<file path="src/rtl/avmm_arb_pkg.sv">
// ============================================================================
// Module   : avmm_arb_pkg
// Brief    : Shared types, constants and helpers for the Avalon-MM RR arbiter.
// Revision : 1.0 - initial release
// ============================================================================
`default_nettype none

package avmm_arb_pkg;

    localparam int MAX_TAG_W = 3;

    function automatic int clog2(input int value);
        int r;
        r = 0;
        while ((1 << r) < value) begin
            r = r + 1;
        end
        return r;
    endfunction

    // A single requester still needs a one-bit tag.
    function automatic int tag_w(input int num_req);
        return (num_req <= 2) ? 1 : clog2(num_req);
    endfunction

    typedef enum logic [0:0] {
        IDLE = 1'b0,
        BUSY = 1'b1
    } arb_state_t;

endpackage

`default_nettype wire

</file>
<file path="src/rtl/avmm_rr_arbiter_if.sv">
// ============================================================================
// Module   : avmm_rr_arbiter_if
// Brief    : Requester-side (s_*) and interconnect-side (m_*) Avalon-MM bundle.
// Revision : 1.0 - initial release
// ============================================================================
`default_nettype none

interface avmm_rr_arbiter_if #(
    parameter int NUM_REQ = 2,
    parameter int ADDR_W  = 32,
    parameter int DATA_W  = 32
);
    localparam int BE_W = DATA_W / 8;

    logic [NUM_REQ*ADDR_W-1:0] s_address;
    logic [NUM_REQ-1:0]        s_read;
    logic [NUM_REQ-1:0]        s_write;
    logic [NUM_REQ*DATA_W-1:0] s_writedata;
    logic [NUM_REQ*BE_W-1:0]   s_byteenable;
    logic [NUM_REQ-1:0]        s_waitrequest;
    logic [DATA_W-1:0]         s_readdata;
    logic [NUM_REQ-1:0]        s_readdatavalid;

    logic [ADDR_W-1:0]         m_address;
    logic                      m_read;
    logic                      m_write;
    logic [DATA_W-1:0]         m_writedata;
    logic [BE_W-1:0]           m_byteenable;
    logic                      m_waitrequest;
    logic [DATA_W-1:0]         m_readdata;
    logic                      m_readdatavalid;

    // slave: the arbiter's view; master: the surrounding requesters and interconnect.
    modport slave (
        input  s_address, s_read, s_write, s_writedata, s_byteenable,
        output s_waitrequest, s_readdata, s_readdatavalid,
        output m_address, m_read, m_write, m_writedata, m_byteenable,
        input  m_waitrequest, m_readdata, m_readdatavalid
    );

    modport master (
        output s_address, s_read, s_write, s_writedata, s_byteenable,
        input  s_waitrequest, s_readdata, s_readdatavalid,
        input  m_address, m_read, m_write, m_writedata, m_byteenable,
        output m_waitrequest, m_readdata, m_readdatavalid
    );

endinterface

`default_nettype wire

</file>
<file path="src/rtl/avmm_rr_arbiter_tag_fifo.sv">
// ============================================================================
// Module   : tag_fifo
// Brief    : Synchronous FIFO holding the requester tag of each pending read.
// Revision : 1.0 - initial release
// ============================================================================
`default_nettype none

module tag_fifo
    import avmm_arb_pkg::*;
#(
    parameter int WIDTH = 1,
    parameter int DEPTH = 8
) (
    input  wire logic                     clk_i,
    input  wire logic                     rst_ni,
    input  wire logic                     push_i,
    input  wire logic [WIDTH-1:0]         data_i,
    input  wire logic                     pop_i,
    output logic      [WIDTH-1:0]         data_o,
    output logic                          full_o,
    output logic                          empty_o,
    output logic      [clog2(DEPTH):0]    count_o
);

    localparam int PTR_W = clog2(DEPTH);
    localparam int CNT_W = PTR_W + 1;
    localparam logic [CNT_W-1:0] DEPTH_CNT = CNT_W'(DEPTH);

    logic [WIDTH-1:0] mem_q [DEPTH];
    logic [PTR_W-1:0] wr_ptr_q;
    logic [PTR_W-1:0] rd_ptr_q;
    logic [CNT_W-1:0] count_q;
    logic [CNT_W-1:0] count_d;
    logic             do_push;
    logic             do_pop;

    assign full_o  = (count_q == DEPTH_CNT);
    assign empty_o = (count_q == '0);
    assign count_o = count_q;
    assign data_o  = mem_q[rd_ptr_q];

    // A full FIFO may still accept a push when the same cycle frees a slot.
    assign do_pop  = pop_i & ~empty_o;
    assign do_push = push_i & (~full_o | do_pop);

    always_comb begin
        count_d = count_q;
        case ({do_push, do_pop})
            2'b10:   count_d = count_q + CNT_W'(1);
            2'b01:   count_d = count_q - CNT_W'(1);
            default: count_d = count_q;
        endcase
    end

    always_ff @(posedge clk_i or negedge rst_ni) begin
        if (!rst_ni) begin
            wr_ptr_q <= '0;
            rd_ptr_q <= '0;
            count_q  <= '0;
        end else begin
            count_q <= count_d;
            if (do_push) begin
                wr_ptr_q <= wr_ptr_q + PTR_W'(1);
            end
            if (do_pop) begin
                rd_ptr_q <= rd_ptr_q + PTR_W'(1);
            end
        end
    end

    always_ff @(posedge clk_i) begin
        if (do_push) begin
            mem_q[wr_ptr_q] <= data_i;
        end
    end

endmodule

`default_nettype wire

</file>
<file path="src/rtl/avmm_rr_arbiter.sv">
// ============================================================================
// Module   : avmm_rr_arbiter
// Brief    : Round-robin share of one Avalon-MM master among NUM_REQ requesters
//            with pipelined reads routed back through a tag FIFO.
// Revision : 1.0 - initial release
// ============================================================================
`default_nettype none

module avmm_rr_arbiter
    import avmm_arb_pkg::*;
#(
    parameter int NUM_REQ  = 2,
    parameter int ADDR_W   = 32,
    parameter int DATA_W   = 32,
    parameter int MAX_PEND = 8
) (
    input  wire logic           clk_clk,
    input  wire logic           reset_reset_n,
    avmm_rr_arbiter_if.slave    bus,
    output logic                err_orphan
);

    localparam int TAG_W = tag_w(NUM_REQ);
    localparam int CNT_W = clog2(MAX_PEND) + 1;
    localparam int BE_W  = DATA_W / 8;
    localparam logic [CNT_W-1:0] PEND_MAX = CNT_W'(MAX_PEND);
    localparam logic [TAG_W-1:0] LAST_REQ = TAG_W'(NUM_REQ - 1);

    arb_state_t        state_q;
    logic [TAG_W-1:0]  grant_q;
    logic [TAG_W-1:0]  rr_ptr_q;
    logic              err_orphan_q;

    logic [NUM_REQ-1:0] eligible_w;
    logic               found_w;
    logic [TAG_W-1:0]   pick_w;
    int                 idx_w;

    logic               busy_w;
    logic               g_read_w;
    logic               g_write_w;
    logic               m_read_w;
    logic               m_write_w;
    logic               accept_w;
    logic               push_w;
    logic               pop_w;
    logic [TAG_W-1:0]   head_w;
    logic               fifo_full_w;
    logic               fifo_empty_w;
    logic [CNT_W-1:0]   pending_w;

    assign eligible_w = bus.s_write | (bus.s_read & {NUM_REQ{pending_w < PEND_MAX}});

    // Cyclic search starting at rr_ptr_q; first eligible requester wins.
    always_comb begin
        found_w = 1'b0;
        pick_w  = '0;
        idx_w   = 0;
        for (int k = 0; k < NUM_REQ; k++) begin
            idx_w = int'(rr_ptr_q) + k;
            if (idx_w >= NUM_REQ) begin
                idx_w = idx_w - NUM_REQ;
            end
            if (!found_w && eligible_w[idx_w]) begin
                found_w = 1'b1;
                pick_w  = TAG_W'(idx_w);
            end
        end
    end

    assign busy_w    = (state_q == BUSY);
    assign g_read_w  = bus.s_read[grant_q];
    assign g_write_w = bus.s_write[grant_q];
    assign m_write_w = busy_w & g_write_w;
    assign m_read_w  = busy_w & g_read_w & ~g_write_w & ~fifo_full_w;
    assign accept_w  = (m_read_w | m_write_w) & ~bus.m_waitrequest;

    assign bus.m_read       = m_read_w;
    assign bus.m_write      = m_write_w;
    assign bus.m_address    = bus.s_address[int'(grant_q)*ADDR_W +: ADDR_W];
    assign bus.m_writedata  = bus.s_writedata[int'(grant_q)*DATA_W +: DATA_W];
    assign bus.m_byteenable = bus.s_byteenable[int'(grant_q)*BE_W +: BE_W];

    always_comb begin
        bus.s_waitrequest = '1;
        if (busy_w) begin
            bus.s_waitrequest[grant_q] = bus.m_waitrequest;
        end
    end

    assign push_w = accept_w & m_read_w;
    assign pop_w  = bus.m_readdatavalid & ~fifo_empty_w;

    assign bus.s_readdata      = bus.m_readdata;
    assign bus.s_readdatavalid = (NUM_REQ'(1) << head_w) & {NUM_REQ{pop_w}};
    assign err_orphan          = err_orphan_q;

    tag_fifo #(
        .WIDTH (TAG_W),
        .DEPTH (MAX_PEND)
    ) u_tag_fifo (
        .clk_i   (clk_clk),
        .rst_ni  (reset_reset_n),
        .push_i  (push_w),
        .data_i  (grant_q),
        .pop_i   (pop_w),
        .data_o  (head_w),
        .full_o  (fifo_full_w),
        .empty_o (fifo_empty_w),
        .count_o (pending_w)
    );

    always_ff @(posedge clk_clk or negedge reset_reset_n) begin
        if (!reset_reset_n) begin
            state_q      <= IDLE;
            grant_q      <= '0;
            rr_ptr_q     <= '0;
            err_orphan_q <= 1'b0;
        end else begin
            if (bus.m_readdatavalid && fifo_empty_w) begin
                err_orphan_q <= 1'b1;
            end
            case (state_q)
                IDLE: begin
                    if (found_w) begin
                        grant_q <= pick_w;
                        state_q <= BUSY;
                    end
                end
                BUSY: begin
                    if (accept_w) begin
                        rr_ptr_q <= (grant_q == LAST_REQ) ? '0 : grant_q + TAG_W'(1);
                        state_q  <= IDLE;
                    end else if (!g_read_w && !g_write_w) begin
                        state_q <= IDLE;
                    end
                end
                default: state_q <= IDLE;
            endcase
        end
    end

endmodule

`default_nettype wire

</file>
<file path="src/flat_wrapper.sv">
// flat-port wrapper written by rule: the top's interface ports become plain ports
module avmm_rr_arbiter_flat import avmm_arb_pkg::*;
#(
    parameter int NUM_REQ  = 2,
    parameter int ADDR_W   = 32,
    parameter int DATA_W   = 32,
    parameter int MAX_PEND = 8
)
  (clk_clk, reset_reset_n, err_orphan, bus_s_address, bus_s_read, bus_s_write, bus_s_writedata, bus_s_byteenable, bus_s_waitrequest, bus_s_readdata, bus_s_readdatavalid, bus_m_address, bus_m_read, bus_m_write, bus_m_writedata, bus_m_byteenable, bus_m_waitrequest, bus_m_readdata, bus_m_readdatavalid);
  avmm_rr_arbiter_if #(.NUM_REQ(NUM_REQ), .ADDR_W(ADDR_W), .DATA_W(DATA_W)) bus_i ();
  input  wire logic clk_clk;
  input  wire logic reset_reset_n;
  output logic err_orphan;
  input wire logic [$bits(bus_i.s_address)-1:0] bus_s_address;
  input wire logic [$bits(bus_i.s_read)-1:0] bus_s_read;
  input wire logic [$bits(bus_i.s_write)-1:0] bus_s_write;
  input wire logic [$bits(bus_i.s_writedata)-1:0] bus_s_writedata;
  input wire logic [$bits(bus_i.s_byteenable)-1:0] bus_s_byteenable;
  output wire logic [$bits(bus_i.s_waitrequest)-1:0] bus_s_waitrequest;
  output wire logic [$bits(bus_i.s_readdata)-1:0] bus_s_readdata;
  output wire logic [$bits(bus_i.s_readdatavalid)-1:0] bus_s_readdatavalid;
  output wire logic [$bits(bus_i.m_address)-1:0] bus_m_address;
  output wire logic [$bits(bus_i.m_read)-1:0] bus_m_read;
  output wire logic [$bits(bus_i.m_write)-1:0] bus_m_write;
  output wire logic [$bits(bus_i.m_writedata)-1:0] bus_m_writedata;
  output wire logic [$bits(bus_i.m_byteenable)-1:0] bus_m_byteenable;
  input wire logic [$bits(bus_i.m_waitrequest)-1:0] bus_m_waitrequest;
  input wire logic [$bits(bus_i.m_readdata)-1:0] bus_m_readdata;
  input wire logic [$bits(bus_i.m_readdatavalid)-1:0] bus_m_readdatavalid;
  assign bus_i.s_address = bus_s_address;
  assign bus_i.s_read = bus_s_read;
  assign bus_i.s_write = bus_s_write;
  assign bus_i.s_writedata = bus_s_writedata;
  assign bus_i.s_byteenable = bus_s_byteenable;
  assign bus_s_waitrequest = bus_i.s_waitrequest;
  assign bus_s_readdata = bus_i.s_readdata;
  assign bus_s_readdatavalid = bus_i.s_readdatavalid;
  assign bus_m_address = bus_i.m_address;
  assign bus_m_read = bus_i.m_read;
  assign bus_m_write = bus_i.m_write;
  assign bus_m_writedata = bus_i.m_writedata;
  assign bus_m_byteenable = bus_i.m_byteenable;
  assign bus_i.m_waitrequest = bus_m_waitrequest;
  assign bus_i.m_readdata = bus_m_readdata;
  assign bus_i.m_readdatavalid = bus_m_readdatavalid;
  avmm_rr_arbiter #(.NUM_REQ(NUM_REQ), .ADDR_W(ADDR_W), .DATA_W(DATA_W), .MAX_PEND(MAX_PEND)) u_core (.clk_clk(clk_clk), .reset_reset_n(reset_reset_n), .bus(bus_i), .err_orphan(err_orphan));
endmodule
</file>
<file path="config.mk">
export PLATFORM = sky130hd
export DESIGN_NAME = avmm_rr_arbiter_flat
export DESIGN_NICKNAME = d
export VERILOG_FILES = /design/src/rtl/avmm_arb_pkg.sv /design/src/rtl/avmm_rr_arbiter_if.sv /design/src/rtl/avmm_rr_arbiter_tag_fifo.sv /design/src/rtl/avmm_rr_arbiter.sv /design/src/flat_wrapper.sv
export SDC_FILE = /design/constraint.sdc
export NUM_CORES = 1
export LEC_CHECK = 0
export BUFFER_PORTS_ARGS = -buffer_cell sky130_fd_sc_hd__buf_4
export CORE_AREA = 5 5 107 109
export CTS_CLUSTER_DIAMETER = 100
export CTS_CLUSTER_SIZE = 28
export DETAILED_ROUTE_END_ITERATION = 12
export DIE_AREA = 0 0 112 114
export PLACE_DENSITY = 0.56
export SLEW_MARGIN = 20
export SYNTH_ARGS = -nofsm -noshare
export SYNTH_HDL_FRONTEND = slang
export SYNTH_SLANG_ARGS = --single-unit
export TNS_END_PERCENT = 50
</file>
<file path="constraint.sdc">
create_clock -name clk_clk -period 2.7 [get_ports clk_clk]
set_clock_uncertainty 0.2 [all_clocks]
set_input_delay 0.27 -clock clk_clk [delete_from_list [all_inputs] [get_ports clk_clk]]
set_output_delay 0.27 -clock clk_clk [all_outputs]
set_load 0.01 [all_outputs]
</file>
# Yosys cells after proc, flatten, opt, wreduce, memory -nomap -nowiden

Memories as Yosys holds them, arrays and structs flattened.
Index checks and enable logic that the tools add are counted.

Register bits after elaboration: 14
Memory bits (writable): 8
Output and inout port bits: 107
Logic and storage cells: 89
Memories: 1

Memory list:

| name                    | words | bits a word | read ports | clocked after Yosys merged registers in | wr ports | RTL line                       | source |
|---|---|---|---|---|---|---|---|
| u_core.u_tag_fifo.mem_q | 8     | 1           | 1          | 0                                       | 1        | avmm_rr_arbiter_tag_fifo.sv:29 | `logic [WIDTH-1:0] mem_q [DEPTH];` |

Add/sub/neg operators: 8
$lt $le $gt $ge: 7
Eq/ne operators: 3
Shifts and indexed selects: 4
Mux-type cells: 27
Bitwise gates (word level): 21
Reduce and logical (&&, ||, !) cells: 11

Operators with widths:

| operator              | number |
|---|---|
| $shiftx 64x7->32      | 2 |
| $lt 32x3->1 const B   | 2 |
| $mux 32               | 2 |
| $ge 32x3->1 const B   | 1 |
| $sub 32x3->32 const B | 1 |
| $mux 1                | 21 |
| $and 1x1->1           | 9 |
| $pmux 4 s2            | 1 |
| $shiftx 8x4->4        | 1 |
| $add 3x1->3 const B   | 2 |
| $not 1->1             | 5 |
| $add 4x1->4 const B   | 1 |
| $and 2x2->2           | 2 |
| $eq 4x4->1 const B    | 1 |
| $logic_and 1x1->1     | 4 |
| $logic_not 4->1       | 1 |
| $lt 4x4->1 const B    | 1 |
| $or 2x2->2            | 2 |
| $reduce_and 2->1      | 2 |
| $sub 4x1->4 const B   | 1 |
| $logic_not 1->1       | 3 |
| $sub 1x2->3 const B   | 1 |
| $add 1x1->2 const B   | 1 |
| $eq 2x1->1 const B    | 1 |
| other kinds (12)      | 13 |

# Depth between registers and ports, before layout

Word-level depth: 12
Depth in mapped cells: 11

# By module

From an unflattened synthesis, not the netlist that was laid out.

Cell total of the unflattened synthesis: 224
Area total of the unflattened synthesis: 2,344.7 µm²

Modules (own cells, without submodules):

| module          | times used | cells each | area an instance (µm²) |
|---|---|---|---|
| avmm_rr_arbiter | 1          | 146        | 1,371.3 |
| tag_fifo        | 1          | 78         | 973.4 |

# Least setup slack after synthesis

Ideal clock, no wire load.

Path type: register -> register
Start point: reg u_core.grant_q
End point: reg u_core.u_tag_fifo.count_q[2] (netlist: u_core.u_tag_fifo.count_o[2])
Arrival: 2,442 ps
Data required time: 2,373 ps
Slack: -69 ps
Stages on the path, launching flop included: 11
Path buffers: 0
Period minus slack after synthesis: 2,769 ps
Path through: dfrtp_1 > mux2_2 > a2111oi_4 > inv_1 > ha_1 > xor2_1 > ha_1 > a21oi_1 > xor2_1 > nor2_1 > xor2_1

Cells in the longest elaborated chain, start to end: 11

RTL lines:

| item                                            | RTL line                                     | source |
|---|---|---|
| start: declaration                              | avmm_rr_arbiter.sv:30                        | `logic [TAG_W-1:0] grant_q;` |
| start signal: assignment                        | avmm_rr_arbiter.sv:126                       | `grant_q <= pick_w;` |
| $mux 1 (on tied branches) (2 in series)         | avmm_rr_arbiter.sv:72, avmm_rr_arbiter.sv:73 |  |
| $and 1x1->1 or $not 1->1 (tied branches)        | avmm_rr_arbiter.sv:75                        | `assign m_read_w = busy_w & g_read_w & ~g_write_w & ~fifo_full_w;` |
| $and 1x1->1 (2 in series)                       | avmm_rr_arbiter.sv:75                        |  |
| $or 1x1->1                                      | avmm_rr_arbiter.sv:76                        | `assign accept_w = (m_read_w \| m_write_w) & ~bus.m_waitrequest;` |
| $and 1x1->1                                     | avmm_rr_arbiter.sv:76                        |  |
| $and 1x1->1 *                                   | avmm_rr_arbiter.sv:91                        | `assign push_w = accept_w & m_read_w;` |
| $and 1x1->1 *                                   | avmm_rr_arbiter_tag_fifo.sv:44               | `assign do_push = push_i & (~full_o \| do_pop);` |
| $eq 2x1->1 or $eq 2x2->1 (tied branches)        | avmm_rr_arbiter_tag_fifo.sv:48               | `case ({do_push, do_pop})` |
| $pmux 4 s2 or $reduce_bool 2->1 (tied branches) | n/a                                          |  |
| end signal: assignment                          | avmm_rr_arbiter_tag_fifo.sv:61               | `count_q <= count_d;` |
| end: declaration                                | avmm_rr_arbiter_tag_fifo.sv:32               | `logic [CNT_W-1:0] count_q;` |

Every way passes the cells marked *; elsewhere a longest branch is shown, timed or not. The select of a mux whose other input is x is not followed.
A chain may end at the register's enable or synchronous reset.

# Worst setup path in the final report

Ends and elaborated chain as after synthesis.

==> impl_results.md <==
* Yosys reg bits at 22
* Mapped Area at 2240 sq um
* DR iter-0 viols at 85
* Slew HR at 34.6%
* Worst Setup Slack, final at 0.103 ns
* Total CTS buffers at 3
* Post-route cell area at 3900 sq um
* R2r endpoint: u_core.u_tag_fifo.count_o[2]$_DFFE_PN0P_
* R2r startpoint: u_core.grant_q$_DFFE_PN0P_
* Pre-CTS setup slack at 0.101 ns
* Clk buf depth at 2
* WL per Instance at 18.6 um
* # fillers at 1065
* RSZ-0062 raised after global routing: no
* Slew Viols, Final at 0
* Pwr/cell area at 795 nW/um^2
* Hold path endpoint: u_core.err_orphan$_DFFE_PN0P_
* VDD IR max at 0.000598 V
* Vias in the first global route at 2429
* Worst Hold Depth at 2
* Gr usage total at 14.8%
* Final period util at 96.2%
* ANT cells at 0
* Fin util at 37.1%
* Avg Cell Area, Syn at 10.6 sq um
* CORE AREA at 10500 sq um
* Hold Path Class: input pin to flip-flop
* Ports at 283
* Grt ovf at 0
* Final TNS setup at 0 ns
* Cells after Synth at 212
* Yosys warns at 0
* Static leakage at 1.83 nW
* GPL Wtd Cong at 0.874
* Crit Path Category: flip-flop to flip-flop
* Vias at 2297
* Post-synthesis cell type count at 34
* Routed WL at 9980 um
* Clk Latency, worst-skew pair at 0.26 ns
* CTS tree: done
* Outcome: finished, final reports clean
* Buffers on Ports at 218
* Worst-Margin Slew at 0.980 ns
* Final setup fails at 0
* CTS H-tree depth at 1
* Die area at 12800 sq um
* Sequential-to-total area share from yosys stat at 26.4%
* Die Span Y at 114 um
* Final cell count without fillers at 536
* Die Wd at 112 um
* Final hold slack at 0.0220 ns
* Critical Path RT at 2.65 ns
* Dpl cells at 531
* Fin nets at 578
* Post-DRT Antenna Nets at 0
* Fmax at 385 MHz
* Final hold vios at 0
* Drc violations at 0
* Net Count, Synth at 393
* HPWL after detailed placement at 8650 um
* First-pass GRT wire length at 14600 um
* Iteration count of the initial detailed-routing pass at 4
* # clock sinks at 22
* Tot Pwr at 3.10 mW
* Pin count of the biggest net entering global routing at 82
* Initial antenna violation count at 1
* Vias per cell at 4.29
* Reg2reg setup slack at 0.10 ns
* CP endpoint kind: flip-flop
* Root Buffer: clkbuf_8
* Max Cap Viol at 0
* # rows at 38
* Min-delay src: bus_m_readdatavalid
* Final min period at 2.60 ns
* CP startpoint: u_core.grant_q$_DFFE_PN0P_
* Reg2Reg Depth at 10
* Area Overhead vs Synth at 74.0%
* WP data arrival at 2.55 ns
* Worst-path clk slew at 0.09 ns
* Startpoint types: flip-flop
* Crit Path Max Fanout at 5
* Effective utilization at floorplan at 21.3%
* Placed cell area at 3810 sq um
* Share of cells above drive strength 1 at 77.8%
## per-layer routing
metal	track usage [%]	vias to the layer above	routed length, um	share of wire, %
met5	0	-	13	0.13
met4	0.962	2	42	0.42
met3	6.58	6	1140	11
met2	23.1	159	4550	46
met1	19.8	1042	4240	42
li1	-	1088	-	-
## worst max-delay path, cell delays in order (launching register included)
cell and delay, ns:
dfrtp_4 0.50, mux2_4 0.35, a2111oi_4 0.30, inv_1 0.15
ha_4 0.20, xor2_1 0.14, ha_2 0.18, a21oi_2 0.11
xor2_1 0.15, nor2_1 0.07, xor2_1 0.13
## layout by cell type, fill, tap and decap left out, types with 2 or more instances in the layout
cell type  count
buf_4        220
mux2_2        70
dfrtp_1       13
nor2_1        11
nand2_1        8
edfxtp_1       8
a21oi_1        6
xnor2_1        5
nand2b_1       4
inv_1          4
xor2_1         4
mux2i_1        3
o21ai_0        3
ha_1           3
clkbuf_8       3
mux2_4         2
and2_1         2
mux4_2         2
nor3_1         2
a21o_1         2
nor3b_1        2
a211oi_1       2
## repair_timing
item | CTS | global route
buffers inserted | 0 | 0
hold buffers | 1 | 0
hold endpoints to repair | 14 | 0
endpoints found under the setup margin | 0 | 1
gates resized for setup | 0 | 1
## power breakdown
part	internal [mW]	switching, mW
clock	0.198	0.108
combinational	1.22	0.925
sequential	0.485	0.166
## flip-flops by register name, summed over array words and instances (netlist names)
signal	count
u_core.u_tag_fifo.mem_q	8
u_core.u_tag_fifo.count_o	4
u_core.err_orphan	1
u_core.grant_q	1
u_core.rr_ptr_q	1
u_core.busy_w	1
u_core.u_tag_fifo.rd_ptr_q	3
u_core.u_tag_fifo.wr_ptr_q	3
## synth_stat cells, drive strengths merged
cell type,n,area share [%]
mux2i,3,1.3
nor2b,1,0.28
a21o,2,0.67
nand3b,1,0.34
nor4,1,0.28
a2111oi,2,1.6
ha,5,2.8
nand2b,5,1.5
xnor2,5,2.0
o2bb2ai,1,0.39
o21ai,3,0.67
a21oi,7,1.6
mux2,72,36
nor2,11,1.8
inv,4,0.67
and3b,1,0.39
nor3b,2,0.67
clkbuf,1,0.17
nor3,3,0.89
nand2,9,1.6
or2,1,0.28
and2,2,0.56
dfrtp,14,16
xor2,4,1.6
mux4,2,2.0
buf,40,13
edfxtp,8,11
a211oi,2,0.67
## how the worst max path moves through the flow
stage	to	slack, ns	cells past startpoint
finish	u_core.u_tag_fifo.count_o[2]$_DFFE_PN0P_	0.10	10
global route	u_core.u_tag_fifo.count_o[2]$_DFFE_PN0P_	0.001	10
floorplan	u_core.u_tag_fifo.count_o[2]$_DFFE_PN0P_	0.01	10
CTS	u_core.u_tag_fifo.count_o[2]$_DFFE_PN0P_	0.1	10
detailed placement	u_core.u_tag_fifo.count_o[2]$_DFFE_PN0P_	0.10	10
global placement	u_core.u_tag_fifo.count_o[2]$_DFFE_PN0P_	0.18	10
## cells by family after synthesis
logic type	count (synthesis)	share of synthesized area, %
compound gates	17	5.59
xor+xnor	9	3.52
fa+ha+maj	5	2.79
buf+inv	45	13.4
flops	22	26.4
mux	77	39.7
simple gates	37	8.66
## layout make-up
| class | count | area (sq um) | area share (%) |
|---|---|---|---|
| Timing Repair Buffer | 221 | 1660 | 42.6 |
| Multi-Input combinational cell | 145 | 1380 | 35.4 |
| Sequential cell | 22 | 594 | 15.3 |
| Tap cell | 140 | 175 | 4.50 |
| Clock buffer | 3 | 41.3 | 1.06 |
| Clock inverter | 1 | 30.0 | 0.771 |
| Inverter | 4 | 15.0 | 0.385 |
Note: power is estimated with default switching activity, not from simulation.
